$ cat config.mk
export PLATFORM = sky130hd
export DESIGN_NAME = fir3_seq
export DESIGN_NICKNAME = d
export VERILOG_FILES = /design/src/rtl/fir3_pkg.sv /design/src/rtl/fir3_coef_bank.sv /design/src/rtl/fir3_seq.sv
export SDC_FILE = /design/constraint.sdc
export NUM_CORES = 1
export LEC_CHECK = 0
export ABC_AREA = 1
export CORE_UTILIZATION = 59
export DETAILED_ROUTE_END_ITERATION = 12
export PLACE_DENSITY = 0.89
export SYNTH_ARGS = -nofsm -noshare
export SYNTH_HDL_FRONTEND = slang
export SYNTH_SLANG_ARGS = --single-unit
$ cat constraint.sdc
create_clock -name clk -period 3 [get_ports clk]
set_clock_uncertainty 0.15 [all_clocks]
set_input_delay 0.6 -clock clk [delete_from_list [all_inputs] [get_ports clk]]
set_output_delay 0.6 -clock clk [all_outputs]
set_load 0.01 [all_outputs]
$ cat src/rtl/fir3_pkg.sv
// ============================================================================
// Module      : fir3_pkg
// Description : Shared widths, counts and FSM state type for the fir3_seq front-end.
// Revision    : 1.0 - initial release
// ============================================================================
`default_nettype none

package fir3_pkg;

  localparam int DW_DEFAULT = 8;
  localparam int NTAPS      = 9;
  localparam int LANES      = 3;
  localparam int IDX_W      = 4;

  typedef enum logic [1:0] {
    IDLE = 2'd0,
    LOAD = 2'd1,
    RUN  = 2'd2
  } state_t;

endpackage

`default_nettype wire

$ cat src/rtl/fir3_coef_bank.sv
// ============================================================================
// Module      : fir3_coef_bank
// Description : Shadow coefficient registers with a word index; the full set
//               is copied to the active outputs on the ninth accepted word.
// Revision    : 1.0 - initial release
// ============================================================================
`default_nettype none

module fir3_coef_bank
  import fir3_pkg::*;
#(
  parameter int DW = DW_DEFAULT
) (
  input  logic                       clk,
  input  logic                       rst_n,
  input  logic                       clear,
  input  logic                       wr_en,
  input  logic [DW-1:0]              wr_data,
  output logic [NTAPS-1:0][DW-1:0]   coef,
  output logic                       apply
);

  logic [IDX_W-1:0]          r_idx;
  logic [DW-1:0]             r_shadow [NTAPS];
  logic [NTAPS-1:0][DW-1:0]  r_coef;

  assign apply = wr_en && (r_idx == IDX_W'(NTAPS - 1));
  assign coef  = r_coef;

  always_ff @(posedge clk or negedge rst_n) begin
    if (!rst_n) begin
      r_idx <= '0;
    end else if (clear) begin
      r_idx <= '0;
    end else if (wr_en) begin
      r_idx <= apply ? '0 : r_idx + 1'b1;
    end
  end

  // The last word bypasses its shadow slot so the whole set lands on one edge.
  always_ff @(posedge clk or negedge rst_n) begin
    if (!rst_n) begin
      for (int i = 0; i < NTAPS; i++) begin
        r_shadow[i] <= '0;
        r_coef[i]   <= '0;
      end
    end else begin
      for (int i = 0; i < NTAPS; i++) begin
        if (wr_en && (r_idx == IDX_W'(i))) begin
          r_shadow[i] <= wr_data;
        end
        if (apply) begin
          r_coef[i] <= (r_idx == IDX_W'(i)) ? wr_data : r_shadow[i];
        end
      end
    end
  end

endmodule

`default_nettype wire

$ cat src/rtl/fir3_seq.sv
// ============================================================================
// Module      : fir3_seq
// Description : Coefficient loader and 3-lane sample packer feeding the
//               3-parallel FIR. Define FIR3_SEQ_FLUSH_EN to let LAST close a
//               partial frame with zero-filled lanes.
// Revision    : 1.0 - initial release
// ============================================================================
`default_nettype none

module fir3_seq
  import fir3_pkg::*;
#(
  parameter int DW = DW_DEFAULT
) (
  input  logic          clk,
  input  logic          rst_n,
  input  logic          cfg_start,
  input  logic          cfg_valid,
  input  logic [DW-1:0] cfg_data,
  output logic          cfg_ready,
  input  logic [DW-1:0] din,
  input  logic          vin,
  input  logic          last,
  output logic          din_ready,
  output logic [DW-1:0] b0,
  output logic [DW-1:0] b1,
  output logic [DW-1:0] b2,
  output logic [DW-1:0] b3,
  output logic [DW-1:0] b4,
  output logic [DW-1:0] b5,
  output logic [DW-1:0] b6,
  output logic [DW-1:0] b7,
  output logic [DW-1:0] b8,
  output logic [DW-1:0] dout_3k,
  output logic [DW-1:0] dout_3k1,
  output logic [DW-1:0] dout_3k2,
  output logic          vout,
  output logic          busy,
  output logic          coef_ok
);

`ifdef FIR3_SEQ_FLUSH_EN
  localparam logic c_FLUSH_EN = 1'b1;
`else
  localparam logic c_FLUSH_EN = 1'b0;
`endif

  localparam logic [1:0] c_LAST_LANE = 2'(LANES - 1);

  state_t                    r_state;
  state_t                    w_state_nxt;
  logic                      w_wr_en;
  logic                      w_apply;
  logic [NTAPS-1:0][DW-1:0]  w_coef;
  logic                      w_accept;
  logic                      w_flush;
  logic                      w_run_restart;

  logic                      r_coef_ok;
  logic [1:0]                r_lane;
  logic [DW-1:0]             r_hold0;
  logic [DW-1:0]             r_hold1;
  logic [DW-1:0]             r_dout_3k;
  logic [DW-1:0]             r_dout_3k1;
  logic [DW-1:0]             r_dout_3k2;
  logic                      r_vout;

  always_ff @(posedge clk or negedge rst_n) begin
    if (!rst_n) begin
      r_state <= IDLE;
    end else begin
      r_state <= w_state_nxt;
    end
  end

  always_comb begin
    w_state_nxt = r_state;
    case (r_state)
      IDLE:    if (cfg_start) w_state_nxt = LOAD;
      LOAD: begin
        if (cfg_start)    w_state_nxt = LOAD;
        else if (w_apply) w_state_nxt = RUN;
      end
      RUN:     if (cfg_start) w_state_nxt = LOAD;
      default: w_state_nxt = IDLE;
    endcase
  end

  assign cfg_ready = (r_state == LOAD);
  assign busy      = (r_state == LOAD);
  assign din_ready = (r_state == RUN);

  // A restart in LOAD discards any word offered in the same cycle.
  assign w_wr_en       = cfg_valid && cfg_ready && !cfg_start;
  assign w_accept      = vin && din_ready;
  assign w_flush       = c_FLUSH_EN && last;
  assign w_run_restart = cfg_start && din_ready;

  fir3_coef_bank #(
    .DW (DW)
  ) u_coef_bank (
    .clk     (clk),
    .rst_n   (rst_n),
    .clear   (cfg_start),
    .wr_en   (w_wr_en),
    .wr_data (cfg_data),
    .coef    (w_coef),
    .apply   (w_apply)
  );

  always_ff @(posedge clk or negedge rst_n) begin
    if (!rst_n) begin
      r_coef_ok <= 1'b0;
    end else if (w_apply) begin
      r_coef_ok <= 1'b1;
    end
  end

  always_ff @(posedge clk or negedge rst_n) begin
    if (!rst_n) begin
      r_lane     <= 2'd0;
      r_hold0    <= '0;
      r_hold1    <= '0;
      r_dout_3k  <= '0;
      r_dout_3k1 <= '0;
      r_dout_3k2 <= '0;
      r_vout     <= 1'b0;
    end else begin
      r_vout <= 1'b0;
      if (w_accept) begin
        if (r_lane == 2'd0) begin
          r_hold0 <= din;
          if (w_flush) begin
            r_dout_3k  <= din;
            r_dout_3k1 <= '0;
            r_dout_3k2 <= '0;
            r_vout     <= 1'b1;
          end else begin
            r_lane <= 2'd1;
          end
        end else if (r_lane == 2'd1) begin
          r_hold1 <= din;
          if (w_flush) begin
            r_dout_3k  <= r_hold0;
            r_dout_3k1 <= din;
            r_dout_3k2 <= '0;
            r_vout     <= 1'b1;
            r_lane     <= 2'd0;
          end else begin
            r_lane <= c_LAST_LANE;
          end
        end else begin
          r_dout_3k  <= r_hold0;
          r_dout_3k1 <= r_hold1;
          r_dout_3k2 <= din;
          r_vout     <= 1'b1;
          r_lane     <= 2'd0;
        end
      end
      // The same-cycle sample is handled above; only the leftover partial frame is dropped.
      if (w_run_restart) begin
        r_lane <= 2'd0;
      end
    end
  end

  assign coef_ok  = r_coef_ok;
  assign vout     = r_vout;
  assign dout_3k  = r_dout_3k;
  assign dout_3k1 = r_dout_3k1;
  assign dout_3k2 = r_dout_3k2;

  assign b0 = w_coef[0];
  assign b1 = w_coef[1];
  assign b2 = w_coef[2];
  assign b3 = w_coef[3];
  assign b4 = w_coef[4];
  assign b5 = w_coef[5];
  assign b6 = w_coef[6];
  assign b7 = w_coef[7];
  assign b8 = w_coef[8];

endmodule

`default_nettype wire

==> Word-level counts from Yosys, hierarchy flattened <==
Cells that the tools add are included.
{ "word_totals": {"register_bits": 194} }
{ "classes": {"bitwise": 2, "n_reduce_logical": 24, "muxes": 23, "n_eq_ne": 13, "n_addsub": 1} }
{ "op_table": {"columns": ["cell", "n"], "rows": [
  ["$mux W8", 9],
  ["$eq A4 B3 Y1 const B", 4],
  ["$mux W2", 7],
  ["$logic_and A1 B1 Y1", 13],
  ["$mux W4", 3],
  ["$eq A4 B2 Y1 const B", 2],
  ["$reduce_and A3 Y1", 2],
  ["$add A4 B1 Y4 const B", 1],
  ["$eq A2 B1 Y1 const B", 2],
  ["$eq A4 B1 Y1 const B", 1],
  ["$eq A4 B4 Y1 const B", 1],
  ["$logic_not A2 Y1", 2],
  ["$logic_not A4 Y1", 1],
  ["$pmux W2 S2", 1],
  ["$reduce_and A2 Y1", 2],
  ["$reduce_bool A2 Y1", 2],
  ["$mux W1", 3],
  ["$ne A3 B2 Y1 const B", 1],
  ["$eq A2 B2 Y1 const B", 1],
  ["$ne A2 B1 Y1 const B", 1],
  ["$not A1 Y1", 2],
  ["$reduce_or A2 Y1", 1],
  ["$logic_not A1 Y1", 1]
]} }

==> Logic depth before layout (Yosys ltp) <==
Gate-level depths: netlist of the first run.
{ "logic_depth": {"word_depth": 7, "depth_mapped": 9, "ltp_nobuf": 7} }

==> Hierarchy <==
Synthesis of the first run repeated with hierarchy kept, for this count alone.
{ "unflattened": {"cells_unflattened": 814, "area_unflattened_um2": 7399.6} }
{ "modules_own_cells": {"columns": ["module", "cells_each", "area_per_inst_um2", "instances"], "rows": [
  ["fir3_coef_bank", 610, 5539.1, 1],
  ["fir3_seq", 204, 1860.5, 1]
]} }

==> Worst setup path before layout of the first run <==
Ideal clock, no wire load.
{ "synth_path": {"path_type": "register to register", "from": "register u_coef_bank.r_idx[0]", "to": "register u_coef_bank.r_coef (netlist bit u_coef_bank.coef[32])", "required_time_ns": 2.734, "path_buffers": 2, "path_slack_ns": 1.273, "arrival_ns": 1.461, "setup_ns": 0.116, "period_less_slack_ns": 1.727, "stages_incl_launch_ff": 10, "path_cell_list": "dfrtp_1 > inv_1 > ha_1 > buf_2 > nand3_2 > inv_2 > nand2_4 > buf_6 > nand2_1 > nand2_1"} }
{ "synth_between": {"elab_chain_len": 2} }
{ "synth_lines": {"columns": ["item", "line", "text"], "rows": [
  ["start, declared", "fir3_coef_bank.sv:23", "logic [IDX_W-1:0] r_idx;"],
  ["start signal, assigned", "fir3_coef_bank.sv:36", "r_idx <= apply ? '0 : r_idx + 1'b1;"],
  ["$eq A4 B3 Y1 / $eq A4 B4 Y1 (equally long branches)", "fir3_coef_bank.sv:53, fir3_coef_bank.sv:27", null],
  ["$mux W8 / $logic_and A1 B1 Y1 (equally long branches)", "fir3_coef_bank.sv:53, fir3_coef_bank.sv:27", null],
  ["end signal, assigned by index", "fir3_coef_bank.sv:53", "r_coef[i] <= (r_idx == IDX_W'(i)) ? wr_data : r_shadow[i];"],
  ["end, declared", "fir3_coef_bank.sv:25", "logic [NTAPS-1:0][DW-1:0] r_coef;"]
]} }
Parallel ways exist; a longest one is shown, timed or not.
A chain may end at the register's enable or synchronous reset.

==> Worst setup path in the final report of the first run <==
{ "layout_path": {"from": "register r_state[0]", "to": "output din_ready"} }
{ "layout_between": {"elab_chain_len": 1} }
{ "layout_lines": {"columns": ["item", "line", "text"], "rows": [
  ["start, declared", "fir3_seq.sv:50", "state_t r_state;"],
  ["start signal, assigned", "fir3_seq.sv:72", "r_state <= w_state_nxt;"],
  ["$eq A2 B2 Y1", "fir3_seq.sv:91", "assign din_ready = (r_state == RUN);"],
  ["end, declared", "fir3_seq.sv:24", "output logic din_ready,"]
]} }
Every way passes these cells.

==> results list, run 1 <==
* CP cell instances: nor2_1 -> clkdlybuf4s50_1
* Hold EP: u_coef_bank.r_shadow[33]$_DFFE_PN0P_
- Critical path start-end classification: reg -> out
- Setup repair after global routing left no endpoint under its margin.
* Total setup violations reported at the end of the flow: 0
* TritonCTS clock tree: done
- The H-tree generated during clock tree synthesis spans 4 levels.
* Average size of a mapped cell: just over 8 µm²
* Leakage: 5.71 nW
- The synthesized netlist devotes 37.2% of its cell area to simple gates.
- Power spread over the standard cell area amounts to between 500 and 600 nW/µm².
- Timing would allow up to 0.412 GHz.
- Synthesis produced a netlist with a net count of 1075.
* Unique cell type count in the Yosys netlist: 24
- The first global-routing pass estimated 34900 µm of wire.
* Clk slew on worst S/H paths: about 0.07 ns
- Worst endpoint required time: 2.25 ns
- Relative area change from synthesis to final layout: 21.9%
- In this run the critical register-to-register path is launched from u_coef_bank.r_idx[0]$_DFFE_PN0P_.
- Adder-Cell Fraction of Synth Area: less than 1%
* End of the worst register-to-register path: u_coef_bank.coef[56]$_DFFE_PN0P_
* Number of antenna violations at the first check in global routing: 0
- Antenna violation net count after detailed routing: 0
- Total of flip-flops plus latches after synthesis: between 150 and 200
* Clock root buffer master: sky130_fd_sc_hd__clkbuf_16
* Vias per cell: 5.57
- For this run, design rule violations remaining after detail routing come to 0.
- Die ar.: 14800 µm²
* Worst max-slew margin expressed relative to the limit: 52.3%
* Area occupied by multi-input gates: 3300 µm²
* Number of setup buffers added after CTS: 0
- Insertion delay to the later sink of the worst-skew pair: about 0.44 ns
* Final antenna diode count: 0
- The Yosys step of the flow raised 0 warnings.
- STA classifies the critical path startpoint as a register.
* CTS-repair resized insts: 0
- Die height: 122 µm
- Among cell families on the critical path, the largest total delay comes from buffers and inverters.
- For this configuration, the core starts out at a cell density of 60.7%.
* Post-placement worst setup slack: 0.441 ns
- Core region area: 13900 µm²
- Length of the first detailed-routing pass in iterations: 6
* Synthesized area: 8460 µm²
- Dominant cells by area after synthesis: sky130_fd_sc_hd__dfrtp_1 55%, sky130_fd_sc_hd__nand2_1 25%, sky130_fd_sc_hd__nand3_1 8.8%
- Filler cells: 968
- Class of the tightest hold or removal check: reg -> reg
- Number of max-capacitance violations reported: 0
- Initial DRC count: 936
- Together, buffers and inverters on the worst path number 1.
* Cells on worst reg2reg path: 8
* Via count: 7493
- Period minus WS final: ~2.4 ns
* Setup_tns: 0 ns
* Cells on Worst Hold Path: 2
- CTS buffer count: 17
* Post-route setup slack: 0.572 ns
* Tot GR Track Use: around 30%
- Synthesis handed over a netlist of 1049 instances.
- Entering global routing, the biggest net connects 61 pins.
* Num ports: 123
- In the final layout, the share of cells above drive strength 1 is 8.15%.
- Startpoint of the worst hold path: u_coef_bank.r_shadow[33]$_DFFE_PN0P_
* Max stage delay on crit path: 0.59 ns
* Proportion of netlist area held by the largest area contributor: between 50% and 60%
* Buffer depth of the longest clock path: 2
- Sequential fraction of the synthesis area: 55.0%
* Grt ovf: 0
* Worst reg-to-reg setup slack: 0.84 ns
- Via count of the first global-routing pass: 7092
- Cell type contributing the most total cell area after synthesis: sky130_fd_sc_hd__dfrtp_1
- In this run the worst path has a maximum fanout of 5.
* Final critical-path share of the clock period: 80.9%
- Multiplexer fraction of the synthesized cell area: 0%
* CTS hold repair buffers: 1
* Pins over their slew limit: 0
* Status: finished, final reports clean
- The final layout contains 1179 nets.
* Xor/xnor cell area share of the yosys netlist: 0.104%
- STA classifies the critical path endpoint as an output pin.
* Final Hold Vio Count: 0
- Final core occ: 74.0%
* RePlAce Congestion: 0.835
- Half-perimeter wire length after placement: ~13000 µm
- Post-detailed-routing wire length: 21000 µm
- Total number of placement rows: 43
- Horizontal die dimension: 122 µm
- The worst-case IR drop observed on VDD is 442 µV.
- Summing all flip-flop and latch instances after layout gives 4650 µm².
- For this design, the sink count on the clock tree is approximately 190.
- Summing the areas of all compound-gate instances in the mapped netlist gives 1.04% of the synthesized area.
- Worst Path Arrival: between 1.5 and 2 ns
- Total of buffers placed on input and output ports: 121
- By area, the combinational part of the netlist is dominated by simple AND/OR/NAND/NOR gates.
- Routed length per instance: 15.6 µm
* CP max stage cell: sky130_fd_sc_hd__clkdlybuf4s50_1
* Transition at the pin with the smallest max-transition slack: 0.714 ns
==> how the worst max path moves through the flow <==
stage | startpoint | end | slack, ns | cells after the start
final | r_state[0]$_DFFE_PN0P_ | din_ready | 0.57 | 2
after global routing | r_state[0]$_DFFE_PN0P_ | din_ready | 0.45 | 2
after CTS | r_state[0]$_DFFE_PN0P_ | din_ready | 0.57 | 2
after detailed placement | cfg_start | u_coef_bank.coef[40]$_DFFE_PN0P_ | 0.44 | 7
after global placement | cfg_start | u_coef_bank.coef[34]$_DFFE_PN0P_ | 0.48 | 7
after floorplan | u_coef_bank.r_idx[0]$_DFFE_PN0P_ | u_coef_bank.coef[32]$_DFFE_PN0P_ | 1.27 | 9
==> state kept, by name (all words and copies together) (netlist names) <==
| signal | count |
|---|---|
| u_coef_bank.r_idx | 4 |
| r_hold1 | 8 |
| dout_3k2 | 8 |
| vout | 1 |
| r_lane | 2 |
| r_state | 2 |
| coef_ok | 1 |
| u_coef_bank.coef | 72 |
| u_coef_bank.r_shadow | 64 |
| r_hold0 | 8 |
| dout_3k1 | 8 |
| dout_3k | 8 |
==> synthesized netlist by cell type <==
cell type and number:
sky130_fd_sc_hd__nand4_1 3, sky130_fd_sc_hd__nand2_1 568, sky130_fd_sc_hd__nand3_1 149, sky130_fd_sc_hd__nand3b_1 1, sky130_fd_sc_hd__xor2_1 1, sky130_fd_sc_hd__ha_1 4
sky130_fd_sc_hd__nand2_4 7, sky130_fd_sc_hd__inv_1 18, sky130_fd_sc_hd__buf_4 5, sky130_fd_sc_hd__buf_6 16, sky130_fd_sc_hd__clkbuf_1 17, sky130_fd_sc_hd__nor2_8 1
sky130_fd_sc_hd__buf_2 20, sky130_fd_sc_hd__nand2_2 6, sky130_fd_sc_hd__nor2_1 2, sky130_fd_sc_hd__nor2_4 1, sky130_fd_sc_hd__nand3_2 6, sky130_fd_sc_hd__o21ai_0 16
sky130_fd_sc_hd__a22oi_1 1, sky130_fd_sc_hd__dfrtp_1 186, sky130_fd_sc_hd__nor2_2 4, sky130_fd_sc_hd__buf_1 4, sky130_fd_sc_hd__inv_2 12, sky130_fd_sc_hd__or2_2 1
==> kinds of logic (layout without fill, tap and decap cells) <==
kind of cell | after synthesis | in the layout
xor gates and xnor gates | 1 | 1
AOI/OAI and AO/OA | 17 | 17
DFF | 186 | 186
and+or+nand+nor | 749 | 749
adders and majority gates | 4 | 4
buffers and inverters | 92 | 209
==> power breakdown <==
group / internal [mW] / leakage, nW / switching (mW)
registers: 2.63 / 2.51 / 0.0698
logic: 0.155 / 2.93 / 0.317
clock network: 1.16 / 0.268 / 1.02
==> metrics by stage <==
stage / power [mW] / hold slack (ns) / area (µm²) / std cells
floorplan: 3.02 / 0.154 / 8460 / 1049
global placement: 3.18 / 0.296 / 9730 / 1313
detailed placement: 3.21 / 0.308 / 9730 / 1313
CTS: 5.37 / 0.325 / 10300 / 1346
global route: 5.55 / 0.335 / 10300 / 1346
finish: 5.35 / 0.322 / 10300 / 1346
==> layout make-up <==
class                           instances  area share, %
Timing Repair Buffer                  147           14.0
Sequential cell                       186           45.1
Multi-Input combinational cell        771           32.0
Clock inverter                         14           1.36
Clock buffer                           18           4.16
Tap cell                              180           2.18
Inverter                               30           1.09
==> worst min-delay path, stage by stage (launching register included) <==
cell	delay, ns
sky130_fd_sc_hd__dfrtp_1	0.34
sky130_fd_sc_hd__nand2_1	0.05
sky130_fd_sc_hd__nand2_1	0.05
==> placed cells by master (no fill, tap or decap), drive strengths merged <==
master,n
nand2,581
dfrtp,186
nand3,155
clkdlybuf4s50,120
inv,35
buf,26
clkbuf,18
o21ai,16
nor2,8
clkinv,5
ha,4
nand4,3
clkinvlp,3
xor2,1
or2,1
a22oi,1
nand3b,1
bufinv,1
dlygate4sd3,1
==> metal layers <==
metal	track usage (%)	part of all wire (%)	up-vias	routed length [µm]
met4	12.6	2.3	0	483
met3	6.27	9.2	49	1930
met5	0	0	-	0
met2	47.8	48	392	10100
li1	-	-	3497	-
met1	41.4	41	3555	8550
Power figures use the tool's default switching activity.
==> run 2: changes to the inputs <==
CORE_UTILIZATION = 49   (was 59)
PLACE_DENSITY = 0.79   (was 0.89)
clock period = 2 ns   (was 3 ns; I/O delays follow)
==> run 2 against run 1 <==
Against the previous run: first-iteration DRC count decreased by 24%; combinational power increased by 63%; critical endpoint unchanged; sequential share of layout area fell by 1.7 points; non-clock buffer count up 22; routed wire length shrank 0.53%.
==> results list, run 2 (synthesis results as in run 1) <==
- The final net count was 1201 (was 1179).
* Worst endpoint required time: 1.45 ns (was 2.25 ns)
- The final critical path takes up 98.4% of the cycle.
- The area of the die is 17800 µm² (was 14800 µm²).
- Most frequent cells in the layout: 568 x sky130_fd_sc_hd__nand2_1, 186 x sky130_fd_sc_hd__dfrtp_1, 149 x sky130_fd_sc_hd__nand3_1 (unchanged).
- The type of the worst min-delay path is in -> async (was reg -> reg).
* Leakage: 5.87 nW (was 5.71 nW)
- The number of vias per cell after detailed routing is 5.20 (was 5.57).
* Sequential cell area: 4650 µm² (unchanged)
- The max-capacitance violation count came to 0 (unchanged).
* Total of buffers placed on input and output ports: 121 (unchanged)
- The arrival time at the worst endpoint came to 1.42 ns (was 1.68 ns).
* Total setup violations reported at the end of the flow: 0 (unchanged)
- Setup repair after global routing missed its margin: no (unchanged).
* Antenna violation net count after detailed routing: 0 (unchanged)
- The antenna diode count was 0 (unchanged).
* Transition at the pin with the smallest max-transition slack: 0.368 ns (was 0.714 ns)
- Relative area change from synthesis to final layout: 26.6% (was 21.9%)
- Final instance count without filler cells: 1407 (was 1346)
* Final Hold Vio Count: 0 (unchanged)
- Worst reg-to-reg setup slack: 0.14 ns (was 0.84 ns)
* DRC viols: 0 (unchanged)
- The die width came to 133 µm (was 122 µm).
- The top-level I/O count was 123 (unchanged).
* Tot GR Track Use: 24.7% (was 30.5%)
- The placeable core area was 16700 µm² (was 13900 µm²).
- The row count came to 47 (was 43).
- The pin count of the biggest net entering global routing was 61 (unchanged).
- The buffers inserted during post-CTS setup optimization was 0 (unchanged).
- Period minus WS final: ~2 ns
* Buffer depth of the longest clock path: 2 (unchanged)
- Area occupied by multi-input gates: 3310 µm² (was 3300 µm²)
- The final-layout fill cell count was 1412 (was 968).
- CP cell instances: nor2_1 -> dlygate4sd2_1 (was nor2_1 -> clkdlybuf4s50_1)
- The total clock buffers created by CTS is 17 (unchanged).
* Insertion delay to the later sink of the worst-skew pair: 0.44 ns (about the same)
- The largest vdd supply drop was 656 µV (was 442 µV).
- The flip-flop count of the largest register after layout was 72 (unchanged).
- The deepest level of the CTS H-tree was 4 (unchanged).
* Clock root buffer master: sky130_fd_sc_hd__clkbuf_16 (unchanged)
* Clk slew on worst S/H paths: 0.07 ns (about the same)
- The maximum fanout encountered on the critical timing path came to 5 (unchanged).
* Setup crit end kind: output pin (unchanged)
- The wire length of the first global-routing pass is 34700 µm (was 34900 µm).
- Num Clock Sinks: 186 (unchanged)
- Via count: 7313 (was 7493)
* Grt ovf: 0 (unchanged)
* Initial cell density of the core: 50.7% (was 60.7%)
- Post-detailed-routing wire length: 20900 µm (was 21000 µm)
- Power per standard cell area: 772 nW/µm² (was 519 nW/µm²)
- Pins over their slew limit: 0 (unchanged)
* Number of antenna violations at the first check in global routing: 0 (unchanged)
- Worst max-slew margin expressed relative to the limit: 75.5% (was 52.3%)
- Launching element type of the critical path: register (unchanged)
* Via count of the first global-routing pass: 6841 (was 7092)
- The delay of the slowest critical-path stage came to 0.42 ns (was 0.59 ns).
- DP Cell Count: 1375 (was 1313)
- Status: finished, final reports clean (unchanged).
- The fraction of layout cells with a size suffix above 1 came to 9.60% (was 8.15%).
- The wire length per cell is 14.9 µm (was 15.6 µm).
- The CTS tree was done (unchanged).
- The routability congestion estimate is 0.861 (was 0.835).
- The detailed placement HPWL came to 13500 µm (was 13400 µm).
- Length of the first detailed-routing pass in iterations: 5 (was 6)
- Critical path start-end classification: reg -> out (unchanged)
- Die height: 133 µm (was 122 µm)
* Most common cell after layout, fill and taps aside: sky130_fd_sc_hd__nand2_1 (unchanged)
- Final core occ: 64.1% (was 74.0%)
* Initial DRC count: 709 (was 936)
* CP max stage cell: sky130_fd_sc_hd__dfrtp_1 (was sky130_fd_sc_hd__clkdlybuf4s50_1)
- Timing would allow up to 0.508 GHz.
-- run 2: where the power goes --
part | switching, mW | internal [mW] | total (mW) | leakage, nW
registers | 0.101 | 3.94 | 4.04 | 2.51
logic | 0.487 | 0.281 | 0.768 | 3.09
clock network | 1.46 | 2.00 | 3.46 | 0.276
-- run 2: final timing paths --
kind | startpoint | endpoint | cells past startpoint
max | r_state[0]$_DFFE_PN0P_ | din_ready | 2
min | rst_n | dout_3k[3]$_DFFE_PN0P_ | 2
max reg2reg | u_coef_bank.r_idx[1]$_DFFE_PN0P_ | u_coef_bank.coef[42]$_DFFE_PN0P_ | 8
min reg2reg | u_coef_bank.r_shadow[29]$_DFFE_PN0P_ | u_coef_bank.r_shadow[29]$_DFFE_PN0P_ | 2
max in group asynchronous | rst_n | u_coef_bank.r_shadow[21]$_DFFE_PN0P_ | 3
min in group clk | u_coef_bank.r_shadow[29]$_DFFE_PN0P_ | u_coef_bank.r_shadow[29]$_DFFE_PN0P_ | 2
-- run 2: what timing repair did --
action                                  in CTS  in global routing
endpoints found under the setup margin       3                 18
gates resized for setup                      3                  4
endpoints found under the hold margin       26                  0
hold buffers                                 1                  0
-- run 2: per-layer routing --
| layer | vias up | wire [µm] | GRT usage (%) |
|---|---|---|---|
| li1 | 3537 | - | - |
| met1 | 3489 | 9450 | 35.2 |
| met2 | 263 | 9920 | 38.7 |
| met3 | 24 | 1250 | 3.69 |
| met4 | 0 | 303 | 8.65 |
| met5 | - | 0 | 0 |
-- run 2: area by class of cell --
type,count,share of cell area (%)
Inverter,30,1.10
Multi-Input combinational cell,771,30.9
Tap cell,220,2.57
Clock inverter,10,1.33
Sequential cell,186,43.4
Timing Repair Buffer,169,16.5
Clock buffer,21,4.20
-- run 2: metrics by stage --
stage          setup WS (ns)  area [µm²]  setup TNS [ns]  hold WS, ns  total power [mW]
5_1_grt              0.00774       10700               0        0.289              8.57
2_1_floorplan          0.273        8460               0      -0.0456              4.52
6_report              0.0320       10700               0        0.271              8.27
3_3_place_gp         -0.0307       10100          -0.422        0.151              4.84
3_5_place_dp         -0.0591       10100           -1.37        0.154              4.87
4_1_cts               0.0383       10700               0        0.266              8.30
-- run 2: critical path, delay by kind of cell (launching register included) --
| kind | cells | cell delay, ns |
|---|---|---|
| flip-flops | 1 | 0.42 |
| AND/OR/NAND/NOR | 1 | 0.23 |
| buffers and inverters | 1 | 0.33 |
==> run 3: changes to the inputs <==
ABC_AREA = unset   (was 1)
CORE_MARGIN = 10   (was unset)
==> run 3 against run 2 <==
Against the previous run: critical path depth is 5 higher; the flow now finishes with violations (setup timing); count of clock-buffer cells in the layout decreased by 2; register-to-register slack worse by 0.21 ns; die area grew 28%; highest routed layer unchanged; combinational power rose by 11%; sequential power increased by 1%; final area is 4.4% higher; maximum frequency fell by 4.8%.
==> results list, run 3 <==
- The multi-input logic area was 3660 µm² (was 3310 µm²).
- The clock period minus final worst setup slack is 2.07 ns (was 1.97 ns).
- First-pass GRT wire length: 30800 µm (was 34700 µm)
- The initial cell density of the core came to 50.2% (was 50.7%).
* Launching element type of the critical path: register (unchanged)
- The die width came to 151 µm (was 133 µm).
- The total net switching power is 2.02 mW (was 2.05 mW).
- Share of layout cells above drive strength 1: 41.2% (was 9.60%)
* TritonCTS clock tree: done (unchanged)
- The via count of the first global-routing pass was 5578 (was 6841).
- The cell area power density was 763 nW/µm² (was 772 nW/µm²).
* Post-synth ARST share: 100% (unchanged)
* Num Clock Sinks: 186 (unchanged)
- The final non-filler cell total was 929 (was 1407).
- The count of flip-flops with a built-in enable after synthesis is 0 (unchanged).
- The maximum fanout encountered on the critical timing path was 15 (was 5).
- The peak clock frequency supported by timing was 0.484 GHz (was 0.508 GHz).
- Worst endpoint required time: 2.17 ns (was 1.45 ns)
* Status: complete, but fails checks (was finished, final reports clean)
* Clock root buffer master: sky130_fd_sc_hd__clkbuf_16 (unchanged)
- Setup crit end kind: register (was output pin)
* Total number of placement rows: 47 (unchanged)
- Most frequent cell after synthesis: sky130_fd_sc_hd__dfrtp_1 (was sky130_fd_sc_hd__nand2_1)
- The number of antenna violations at the first check in global routing came to 0 (unchanged).
- The netlist area before placement came to 8390 µm² (was 8460 µm²).
* Final critical-path share of the clock period: 103% (was 98.4%)
* Pin count of the biggest net entering global routing: 55 (was 61)
* Number of instances in the synthesized netlist: 524 (was 1049)
- The number of buffers between clock root and the deepest sink came to 2 (unchanged).
- The routability congestion estimate is 0.810 (was 0.861).
- Leading cell types by count after synthesis: 186 x sky130_fd_sc_hd__dfrtp_1, 83 x sky130_fd_sc_hd__mux2_1, 79 x sky130_fd_sc_hd__mux2_4, 62 x sky130_fd_sc_hd__mux2_2, 11 x sky130_fd_sc_hd__buf_6 (was 568 x sky130_fd_sc_hd__nand2_1, 186 x sky130_fd_sc_hd__dfrtp_1, 149 x sky130_fd_sc_hd__nand3_1, 20 x sky130_fd_sc_hd__buf_2, 18 x sky130_fd_sc_hd__inv_1).
- Antenna violation net count after detailed routing: 0 (unchanged)
* Most frequent cells in the layout: 183 x sky130_fd_sc_hd__dfrtp_1, 117 x sky130_fd_sc_hd__clkdlybuf4s50_1, 106 x sky130_fd_sc_hd__mux2_4 (was 568 x sky130_fd_sc_hd__nand2_1, 186 x sky130_fd_sc_hd__dfrtp_1, 149 x sky130_fd_sc_hd__nand3_1)
* Die height: 151 µm (was 133 µm)
- Clk slew on worst S/H paths: 0.07 ns (about the same)
- Post-detailed-placement cell area: 10200 µm² (was 10100 µm²)
- The type of the worst min-delay path is in -> async (unchanged).
- Worst max-slew margin expressed relative to the limit: 67.8% (was 75.5%)
- The sequential area share after synthesis was 55.5% (was 55.0%).
- Half-perimeter wire length after placement: 12800 µm (was 13500 µm)
- The total routed wirelength came to 19700 µm (was 20900 µm).
- The transition time of the tightest slew-check pin was 0.482 ns (was 0.368 ns).
- Post-route setup slack: -0.0671 ns (was 0.0320 ns)
- The internal cell power came to 6.53 mW (was 6.22 mW).
- Filler cells: 1115 (was 1412)
* Fraction of power consumed by the clock network: 42.1% (was 41.8%)
* Net count after synthesis: 550 (was 1075)
- The top-level I/O count is 123 (unchanged).
- Average size of a mapped cell: 16.0 µm² (was 8.07 µm²)
- Insertion delay to the later sink of the worst-skew pair: 0.43 ns (was 0.44 ns)
* Relative area change from synthesis to final layout: 33.3% (was 26.6%)
- The flip-flop count of the largest register after layout was 72 (unchanged).
* H-Tree Level Count: 4 (unchanged)
- The remaining global-route overflow came to 0 (unchanged).
- The max-capacitance violation count came to 0 (unchanged).
- The total count of max-transition violations in the final report is 0 (unchanged).
- The total placed cells including tap cells is 883 (was 1375).
- The fraction of power consumed by sequential logic is 47.9% (was 48.9%).
- The logic gate share of total power came to 10.0% (was 9.3%).
- The number of hold violations in the final report is 0 (unchanged).
- The final reports fail on setup timing.
- Total setup violations reported at the end of the flow: 58 (was 0)
- Total of flip-flops plus latches after synthesis: 186 (unchanged)
- The remaining routing DRC violations was 0 (unchanged).
- Die ar.: 22800 µm² (was 17800 µm²)
- The total via count after detailed routing is 4996 (was 7313).
- Initial DRC count: 194 (was 709)
- Routed length per instance: 21.2 µm (was 14.9 µm)
- The count of buffers from port buffering is 121 (unchanged).
- Leakage: 5.54 nW (was 5.87 nW)
* Proportion of netlist area held by the largest area contributor: 55.5% (was 55.0%)
- Net switching share of the total power: 23.6% (was 24.8%)
* Power Total: 8.54 mW (was 8.27 mW)
- The sum of negative setup slack is -2.18 ns (was 0 ns).
- Yosys warning total: 0 (unchanged)
- The total routing resource utilization after global routing is 17.3% (was 24.7%).
* Setup repair after global routing missed its margin: yes (was no)
* Final core occ: 67.0% (was 64.1%)
- The count of TritonRoute iterations in the first routing pass was 5 (unchanged).
- Dominant cells by area after synthesis: sky130_fd_sc_hd__dfrtp_1 55%, sky130_fd_sc_hd__mux2_4 14%, sky130_fd_sc_hd__mux2_1 11% (was sky130_fd_sc_hd__dfrtp_1 55%, sky130_fd_sc_hd__nand2_1 25%, sky130_fd_sc_hd__nand3_1 8.8%).
- The placeable core area came to 16700 µm² (unchanged).
- The largest vdd supply drop is 602 µV (was 656 µV).
- Final Cell Area: 11200 µm² (was 10700 µm²)
- CTS buffer count: 17 (unchanged)
- The worst slack on hold paths was 0.334 ns (was 0.271 ns).
* Sequential cell area: 4660 µm² (was 4650 µm²)
- The kind of critical path is reg -> reg (was reg -> out).
- The worst setup slack after placement was -0.275 ns (was -0.0591 ns).
* Most common cell after layout, fill and taps aside: sky130_fd_sc_hd__dfrtp_1 (was sky130_fd_sc_hd__nand2_1)
- The final net count is 722 (was 1201).
- Worst Path Arrival: 2.24 ns (was 1.42 ns)
- Unique cell type count in the Yosys netlist: 42 (was 24)
* Final antenna diode count: 0 (unchanged)
- The number of vias per cell after detailed routing is 5.38 (was 5.20).
- Cell type contributing the most total cell area after synthesis: sky130_fd_sc_hd__dfrtp_1 (unchanged)
- Prevailing post-synth register cell: sky130_fd_sc_hd__dfrtp_1 (unchanged)
==> run 3: power by group through the flow <==
stage,clock [mW],combinational [mW],sequential (mW)
final,3.60,0.855,4.09
after detailed placement,0,0.789,4.15
after global placement,0,0.751,4.13
after global routing,3.80,0.921,4.11
after CTS,3.65,0.833,4.08
after floorplan,0,0.454,4.12
==> run 3: cell type report <==
cell class / count / share of cell area (%)
inverters: 8 / 0.268
clock buffers: 19 / 4.05
flip-flops and latches: 186 / 41.6
clock inverters: 13 / 1.63
well taps: 220 / 2.46
multi-input cells: 296 / 32.7
repair buffers: 187 / 17.2
==> run 3: path summary, 6_finish.rpt <==
| path | startpoint | endpoint | slack [ns] | depth (start not counted) |
|---|---|---|---|---|
| max | u_coef_bank.r_idx[1]$_DFFE_PN0P_ | u_coef_bank.coef[18]$_DFFE_PN0P_ | -0.07 | 7 |
| min | rst_n | dout_3k2[0]$_DFFE_PN0P_ | 0.33 | 2 |
| max reg2reg | u_coef_bank.r_idx[1]$_DFFE_PN0P_ | u_coef_bank.coef[18]$_DFFE_PN0P_ | -0.07 | 7 |
| min reg2reg | r_hold0[2]$_DFFE_PN0P_ | dout_3k[2]$_DFFE_PN0P_ | 0.34 | 1 |
| max in group asynchronous | rst_n | u_coef_bank.r_shadow[19]$_DFFE_PN0P_ | 0.65 | 3 |
| min in group clk | r_hold0[2]$_DFFE_PN0P_ | dout_3k[2]$_DFFE_PN0P_ | 0.34 | 1 |
==> run 3: cells by family (layout without fill, tap and decap cells) <==
logic type | count (synthesis) | after routing | synth area share [%]
multiplexers | 224 | 224 | 33.6
flip-flops | 186 | 186 | 55.5
AND/OR/NAND/NOR | 47 | 47 | 5.28
buffers and inverters | 42 | 227 | 3.41
AO/OA/AOI/OAI | 21 | 21 | 1.66
adder cells (fa/ha/maj) | 4 | 4 | 0.596
==> run 3: repair_timing <==
item                                   CTS  global route
gates cloned                             4             1
endpoints found under the hold margin   46             0
gates resized for setup                 31            43
buffers inserted                         7             3
pin swaps                                2             1
hold buffers                             1             0
setup endpoints to repair               99           107
==> run 3: critical path, stage by stage (launching register included) <==
cell                       delay (ns)
sky130_fd_sc_hd__dfrtp_1         0.42
sky130_fd_sc_hd__inv_2           0.11
sky130_fd_sc_hd__ha_4            0.15
sky130_fd_sc_hd__nand3b_1        0.14
sky130_fd_sc_hd__nor3_4          0.27
sky130_fd_sc_hd__buf_12          0.20
sky130_fd_sc_hd__buf_12          0.18
sky130_fd_sc_hd__mux2_4          0.32
==> run 3: per-layer routing <==
layer / vias to the layer above / wire length, µm / global-route usage (%)
met5: - / 0 / 0
met3: 23 / 1360 / 5.19
met2: 149 / 9460 / 28.2
met1: 2594 / 8550 / 21.3
met4: 0 / 315 / 6.11
li1: 2230 / - / -
